===== config.mk =====
export PLATFORM = sky130hd
export DESIGN_NAME = regfile_writeback
export DESIGN_NICKNAME = d
export VERILOG_FILES = /design/src/rtl/regfile_writeback.sv
export SDC_FILE = /design/constraint.sdc
export NUM_CORES = 1
export LEC_CHECK = 0
export ABC_AREA = 1
export ABC_CLOCK_PERIOD_IN_PS = 1900
export CELL_PAD_IN_SITES_DETAIL_PLACEMENT = 0
export CELL_PAD_IN_SITES_GLOBAL_PLACEMENT = 2
export CORE_MARGIN = 2
export CORE_UTILIZATION = 24
export DETAILED_ROUTE_END_ITERATION = 16
export GPL_TIMING_DRIVEN = 1
export PLACE_DENSITY_LB_ADDON = 0.1
export SYNTH_ARGS = -nofsm -noshare
export SYNTH_HDL_FRONTEND = slang
export SYNTH_SLANG_ARGS = --single-unit

===== constraint.sdc =====
create_clock -name clk -period 1.9 [get_ports clk]
set_input_delay 0.285 -clock clk [delete_from_list [all_inputs] [get_ports clk]]
set_output_delay 0.285 -clock clk [all_outputs]
set_load 0.05 [all_outputs]

===== src/rtl/regfile_writeback.sv =====
// Writeback stage owning the register-file write port: load alignment, LWL/LWR byte enables,
// and a one-entry mul/div hold buffer that drains in idle slots with an anti-starvation throttle.
module regfile_writeback #(
    parameter int STARVE_LIMIT = 4
) (
    input  logic        clk,
    input  logic        resetn,
    input  logic        mem_valid,
    output logic        wb_ready,
    input  logic [3:0]  mem_op,
    input  logic [4:0]  mem_dest,
    input  logic [31:0] mem_result,
    input  logic [1:0]  mem_addr_lo,
    input  logic [31:0] dram_rdata,
    input  logic        muldiv_valid,
    output logic        muldiv_ready,
    input  logic [4:0]  muldiv_dest,
    input  logic [31:0] muldiv_data,
    output logic [3:0]  rf_we,
    output logic [4:0]  rf_waddr,
    output logic [31:0] rf_wdata,
    output logic        fwd_valid,
    output logic [4:0]  fwd_dest,
    output logic [31:0] fwd_data,
    output logic        hold_valid,
    output logic [4:0]  hold_dest
);

    localparam int AGE_W = (STARVE_LIMIT < 2) ? 1 : $clog2(STARVE_LIMIT + 1);
    localparam logic [AGE_W-1:0] AGE_MAX = AGE_W'(STARVE_LIMIT);

    localparam logic [3:0] OP_ALU = 4'd1;
    localparam logic [3:0] OP_LB  = 4'd2;
    localparam logic [3:0] OP_LBU = 4'd3;
    localparam logic [3:0] OP_LH  = 4'd4;
    localparam logic [3:0] OP_LHU = 4'd5;
    localparam logic [3:0] OP_LW  = 4'd6;
    localparam logic [3:0] OP_LWL = 4'd7;
    localparam logic [3:0] OP_LWR = 4'd8;

    logic             r_valid;
    logic [3:0]       r_op;
    logic [4:0]       r_dest;
    logic [31:0]      r_result;
    logic [1:0]       r_addr_lo;
    logic             r_hold_valid;
    logic [4:0]       r_hold_dest;
    logic [31:0]      r_hold_data;
    logic [AGE_W-1:0] r_age;

    logic        w_accept;
    logic        w_hold_accept;
    logic        w_stage_req;
    logic        w_drain;
    logic [7:0]  w_byte;
    logic [15:0] w_half;
    logic [3:0]  w_we;
    logic [4:0]  w_waddr;
    logic [31:0] w_wdata;

    assign w_accept      = mem_valid && wb_ready;
    assign w_hold_accept = muldiv_valid && !r_hold_valid;
    assign w_stage_req   = r_valid && (r_op >= OP_ALU) && (r_op <= OP_LWR) && (r_dest != 5'd0);
    assign w_drain       = r_hold_valid && !w_stage_req;

    // Stage register: loads on handshake, otherwise becomes a bubble
    always_ff @(posedge clk or negedge resetn) begin
        if (!resetn) begin
            r_valid   <= 1'b0;
            r_op      <= 4'd0;
            r_dest    <= 5'd0;
            r_result  <= 32'd0;
            r_addr_lo <= 2'd0;
        end else begin
            r_valid <= w_accept;
            if (w_accept) begin
                r_op      <= mem_op;
                r_dest    <= mem_dest;
                r_result  <= mem_result;
                r_addr_lo <= mem_addr_lo;
            end
        end
    end

    // Hold buffer: fills only when empty, so no accept can overlap a drain
    always_ff @(posedge clk or negedge resetn) begin
        if (!resetn) begin
            r_hold_valid <= 1'b0;
            r_hold_dest  <= 5'd0;
            r_hold_data  <= 32'd0;
        end else if (w_hold_accept) begin
            r_hold_valid <= 1'b1;
            r_hold_dest  <= muldiv_dest;
            r_hold_data  <= muldiv_data;
        end else if (w_drain) begin
            r_hold_valid <= 1'b0;
        end
    end

    // Age of the held result; saturates at the limit to throttle MEM
    always_ff @(posedge clk or negedge resetn) begin
        if (!resetn) begin
            r_age <= '0;
        end else if (!r_hold_valid || w_drain) begin
            r_age <= '0;
        end else if (r_age != AGE_MAX) begin
            r_age <= r_age + AGE_W'(1);
        end
    end

    // Extract the addressed byte and halfword of the load word
    always_comb begin
        w_byte = 8'd0;
        case (r_addr_lo)
            2'd0:    w_byte = dram_rdata[7:0];
            2'd1:    w_byte = dram_rdata[15:8];
            2'd2:    w_byte = dram_rdata[23:16];
            2'd3:    w_byte = dram_rdata[31:24];
            default: w_byte = 8'd0;
        endcase
        if (r_addr_lo[1]) begin
            w_half = dram_rdata[31:16];
        end else begin
            w_half = dram_rdata[15:0];
        end
    end

    // Write-port arbitration and data formatting; stage beats hold
    always_comb begin
        w_we    = 4'b0000;
        w_waddr = 5'd0;
        w_wdata = 32'd0;
        if (w_stage_req) begin
            w_waddr = r_dest;
            w_we    = 4'b1111;
            case (r_op)
                OP_ALU:  w_wdata = r_result;
                OP_LB:   w_wdata = {{24{w_byte[7]}}, w_byte};
                OP_LBU:  w_wdata = {24'd0, w_byte};
                OP_LH:   w_wdata = {{16{w_half[15]}}, w_half};
                OP_LHU:  w_wdata = {16'd0, w_half};
                OP_LW:   w_wdata = dram_rdata;
                OP_LWL: begin
                    case (r_addr_lo)
                        2'd0:    begin w_we = 4'b1000; w_wdata = {dram_rdata[7:0], 24'd0};  end
                        2'd1:    begin w_we = 4'b1100; w_wdata = {dram_rdata[15:0], 16'd0}; end
                        2'd2:    begin w_we = 4'b1110; w_wdata = {dram_rdata[23:0], 8'd0};  end
                        default: begin w_we = 4'b1111; w_wdata = dram_rdata;                end
                    endcase
                end
                OP_LWR: begin
                    case (r_addr_lo)
                        2'd0:    begin w_we = 4'b1111; w_wdata = dram_rdata;                 end
                        2'd1:    begin w_we = 4'b0111; w_wdata = {8'd0, dram_rdata[31:8]};  end
                        2'd2:    begin w_we = 4'b0011; w_wdata = {16'd0, dram_rdata[31:16]}; end
                        default: begin w_we = 4'b0001; w_wdata = {24'd0, dram_rdata[31:24]}; end
                    endcase
                end
                default: begin
                    w_we    = 4'b0000;
                    w_waddr = 5'd0;
                end
            endcase
        end else if (w_drain && (r_hold_dest != 5'd0)) begin
            w_we    = 4'b1111;
            w_waddr = r_hold_dest;
            w_wdata = r_hold_data;
        end else begin
            w_we    = 4'b0000;
            w_waddr = 5'd0;
            w_wdata = 32'd0;
        end
    end

    // The drain bubble re-opens MEM so the throttle lasts a single cycle
    assign wb_ready     = (r_age != AGE_MAX) || w_drain;
    assign muldiv_ready = !r_hold_valid;
    assign rf_we        = w_we;
    assign rf_waddr     = w_waddr;
    assign rf_wdata     = w_wdata;
    assign fwd_valid    = (w_we != 4'b0000);
    assign fwd_dest     = w_waddr;
    assign fwd_data     = w_wdata;
    assign hold_valid   = r_hold_valid;
    assign hold_dest    = r_hold_dest;

endmodule


==> metrics.csv <==
metric;value;unit
rsz0062_at_grt;yes;
outcome;complete, but fails checks;
dieHeight;168;microns
total_power;0.00990;W
hold_viol;0;
slowest_delay;0.47;ns
diodes;0;
tightest_slew;0.501;ns
post-route-period-util;1.28;
slew_headroom;0.665;
routed-via-count;7811;
violations;setup timing;
core;0.0267;sq mm
p_per_area;742;mW/mm^2
die_x;168;microns
h-tree-depth;3;
dp.final_hpwl;23.7;mm
min_path_type;input pin to async pin;
numCtsBuffers;9;
gp_congestion;0.949;
p_int;0.00574;W
drt-wirelength-per-cell;18.9;microns
final_layout_size_suffix_gt1_frac;0.519;
syn_inst;1021;
cp_max_fo;7;
ys_types;27;
swShare;0.420;
syn_area;0.00647;sq mm
grt_pass1_vias;7668;
grt_pass1_wl;45.0;mm
cts_buffer_depth;2;
cts.clk_slew.worst_paths;0.08;ns
synth_top_family_by_area;simple AND/OR/NAND/NOR gates;
drtAntennaViolNets;0;
skew;0.0128;ns
ir_drop;0.000516;V
synth.largest_area_cell;dfrtp_1;
crit_buf_inv;6;
cts_tree;built;
port_buffers;202;
insertion_delay;0.35;ns
synthMuxAreaShare;0.0609;
yosys_warnings;0;
syn2layout_area_growth;106;%
drtIter0Drc;368;
critPathRequiredTime;1.62;ns
p_switching;0.00416;W
max_freq;410;MHz
ys_ff_latch;85;
synth_xor_area_frac;0.00135;
synth_compound_area_frac;0.0538;
yosys-top-cells-area;dfrtp_1, nand2_1, nand3_1;
synth_fa_ha_area_frac;0.00387;
die-area;0.0283;sq mm
grt_max_degree;58;
end_kind;output pin;
synth_area_per_cell;6.34;sq um
ios;203;
grt_usage;0.212;
setup_ws;-0.536;ns
yosys.area.top_type_share;0.329;
wl;31.8;mm
grt_antenna_before_repair;0;
fin_crit;2.44;ns
post-route-util;0.500;
synth_nets;1139;
maxCapViolations;0;
root_buffer;clkbuf_16;
vias_per_cell;4.63;
rows;60;
drc;0;
start_util;0.242;
tns;-40.54;ns
leakage;6.50;nW
crit_path_top_delay_cell;dfrtp_2;
cp_top_family;buffers and inverters;
overflow;0;
nNetsFinal;1458;
synth-simple-area-share;0.428;
cts_sinks;85;
setup_viol;123;
crit_type;register to output pin;
drt_first_pass_iters;5;
cp_cell_sequence;buf_4 > nor2_2 > buf_6 > nand2_2 > inv_2 > o21ai_4 > buf_12 > clkbuf_16 > nand3_1 > nand2_2 > nand2_4 > buf_12;
synth_seq_area_share;0.329;
crit_path_start_kind;register;
power_frac_comb;0.569;
arrival;2.15;ns
power_frac_clock;0.200;
power_frac_seq;0.232;
drv_slew;0;
[cells in the final DEF (no fill, tap or decap), types with 3 or more instances in the layout]
| cell type | Yosys | final |
|---|---|---|
| nand2_1 | 396 | 201 |
| buf_4 | 38 | 125 |
| clkdlybuf4s50_1 | 0 | 116 |
| nand2_2 | 1 | 108 |
| nand3_1 | 153 | 100 |
| nand2_4 | 1 | 77 |
| dfrtp_1 | 85 | 73 |
| buf_12 | 0 | 63 |
| nor2_1 | 105 | 54 |
| inv_1 | 65 | 53 |
| buf_8 | 0 | 48 |
| nand3_2 | 2 | 43 |
| nor2_2 | 3 | 36 |
| mux2_2 | 35 | 35 |
| buf_6 | 4 | 33 |
| clkbuf_16 | 0 | 20 |
| nor2_4 | 1 | 19 |
| a21oi_1 | 25 | 15 |
| nand2_8 | 0 | 13 |
| nand3_4 | 0 | 12 |
| o21ai_0 | 37 | 12 |
| dfrtp_2 | 0 | 12 |
| o21ai_4 | 0 | 9 |
| o21ai_1 | 0 | 9 |
| a21oi_2 | 0 | 9 |
| o21ai_2 | 1 | 8 |
| inv_2 | 1 | 7 |
| nor3_1 | 8 | 4 |
| inv_4 | 0 | 3 |
| inv_8 | 0 | 3 |
| nand4_1 | 3 | 3 |
[through the flow]
step	setup WS [ns]	std cells	instance area (sq um)	hold WS, ns
5_1_grt	-0.639	1686	13400	0.358
2_1_floorplan	-0.0671	1021	7260	-0.0106
3_5_place_dp	-0.621	1614	10400	0.168
3_3_place_gp	-0.644	1614	10400	0.169
4_1_cts	-0.593	1640	11300	0.323
6_report	-0.536	1686	13400	0.333
[cell usage after synthesis (all sizes together)]
cell type and n:
o22ai 2, nand4 3, clkbuf 20, inv 66, o2bb2ai 1, buf 72
a21oi 25, ha 2, nand3 155, o21ai 38, nor2 109, mux2 35
a21boi 1, xnor2 1, nor3 8, dfrtp 85, nand2 398
[cell type report]
class	count	area, sq um
Clock buffer	10	229
Clock inverter	6	96.3
Fill cell	2612	13400
Multi-Input combinational cell	779	5400
Sequential cell	85	2140
Timing Repair Buffer	399	4770
Inverter	66	283
Tap cell	341	427
[worst paths after layout]
kind	cells after the start	slack, ns	end	from
max	12	-0.54	rf_wdata[15]	r_op[0]
max reg2reg	13	-0.08	r_result[22]	r_op[3]
max in group asynchronous	3	0.92	r_addr_lo[1]	resetn
min in group clk	2	0.48	r_result[2]	r_result[2]
min	2	0.33	r_hold_data[21]	resetn
min reg2reg	2	0.48	r_result[2]	r_result[2]
[cells by family (layout without fill, tap and decap cells)]
group | after synthesis | after routing
xor gates and xnor gates | 1 | 1
and+or+nand+nor | 673 | 674
buffers and inverters | 158 | 481
AOI/OAI and AO/OA | 67 | 67
muxes | 35 | 35
DFF | 85 | 85
adders and majority gates | 2 | 2
[worst reg2reg max path, delay by kind of cell (launching register included)]
kind,cells,cell delay [ns]
AO/OA/AOI/OAI,1,0.06
buffers and inverters,5,0.77
flip-flops,1,0.44
AND/OR/NAND/NOR,7,0.61
[state kept, by name, summed over array words and instances, names as in the netlist]
register	cells
hold_dest	5
hold_valid	1
r_addr_lo	2
r_age	3
r_dest	5
r_hold_data	32
r_op	4
r_result	32
r_valid	1
[layer usage]
layer  vias to the layer above  part of all wire  global-route usage
met2                       185              0.48               0.348
met3                        42             0.035              0.0322
li1                       3870                 -                   -
met1                      3714              0.45               0.280
met5                         -                 0                   0
met4                         0             0.036              0.0855
[what timing repair did]
| action | in CTS | in global routing |
|---|---|---|
| pin swaps | 21 | 90 |
| buffers inserted | 8 | 36 |
| hold buffers | 1 | 0 |
| resized for setup | 142 | 404 |
| gates cloned | 1 | 15 |
| endpoints found under the setup margin | 125 | 124 |
| endpoints found under the hold margin | 14 | 0 |
[power groups by stage]
stage               Clock [W]  Sequential, W  Combinational (W)
finish                0.00198        0.00229            0.00563
detailed placement          0        0.00228            0.00465
floorplan                   0        0.00233            0.00291
CTS                   0.00204        0.00224            0.00491
global placement            0        0.00227            0.00465
global route          0.00210        0.00233            0.00593
Note: power is estimated with default switching activity, not from simulation.
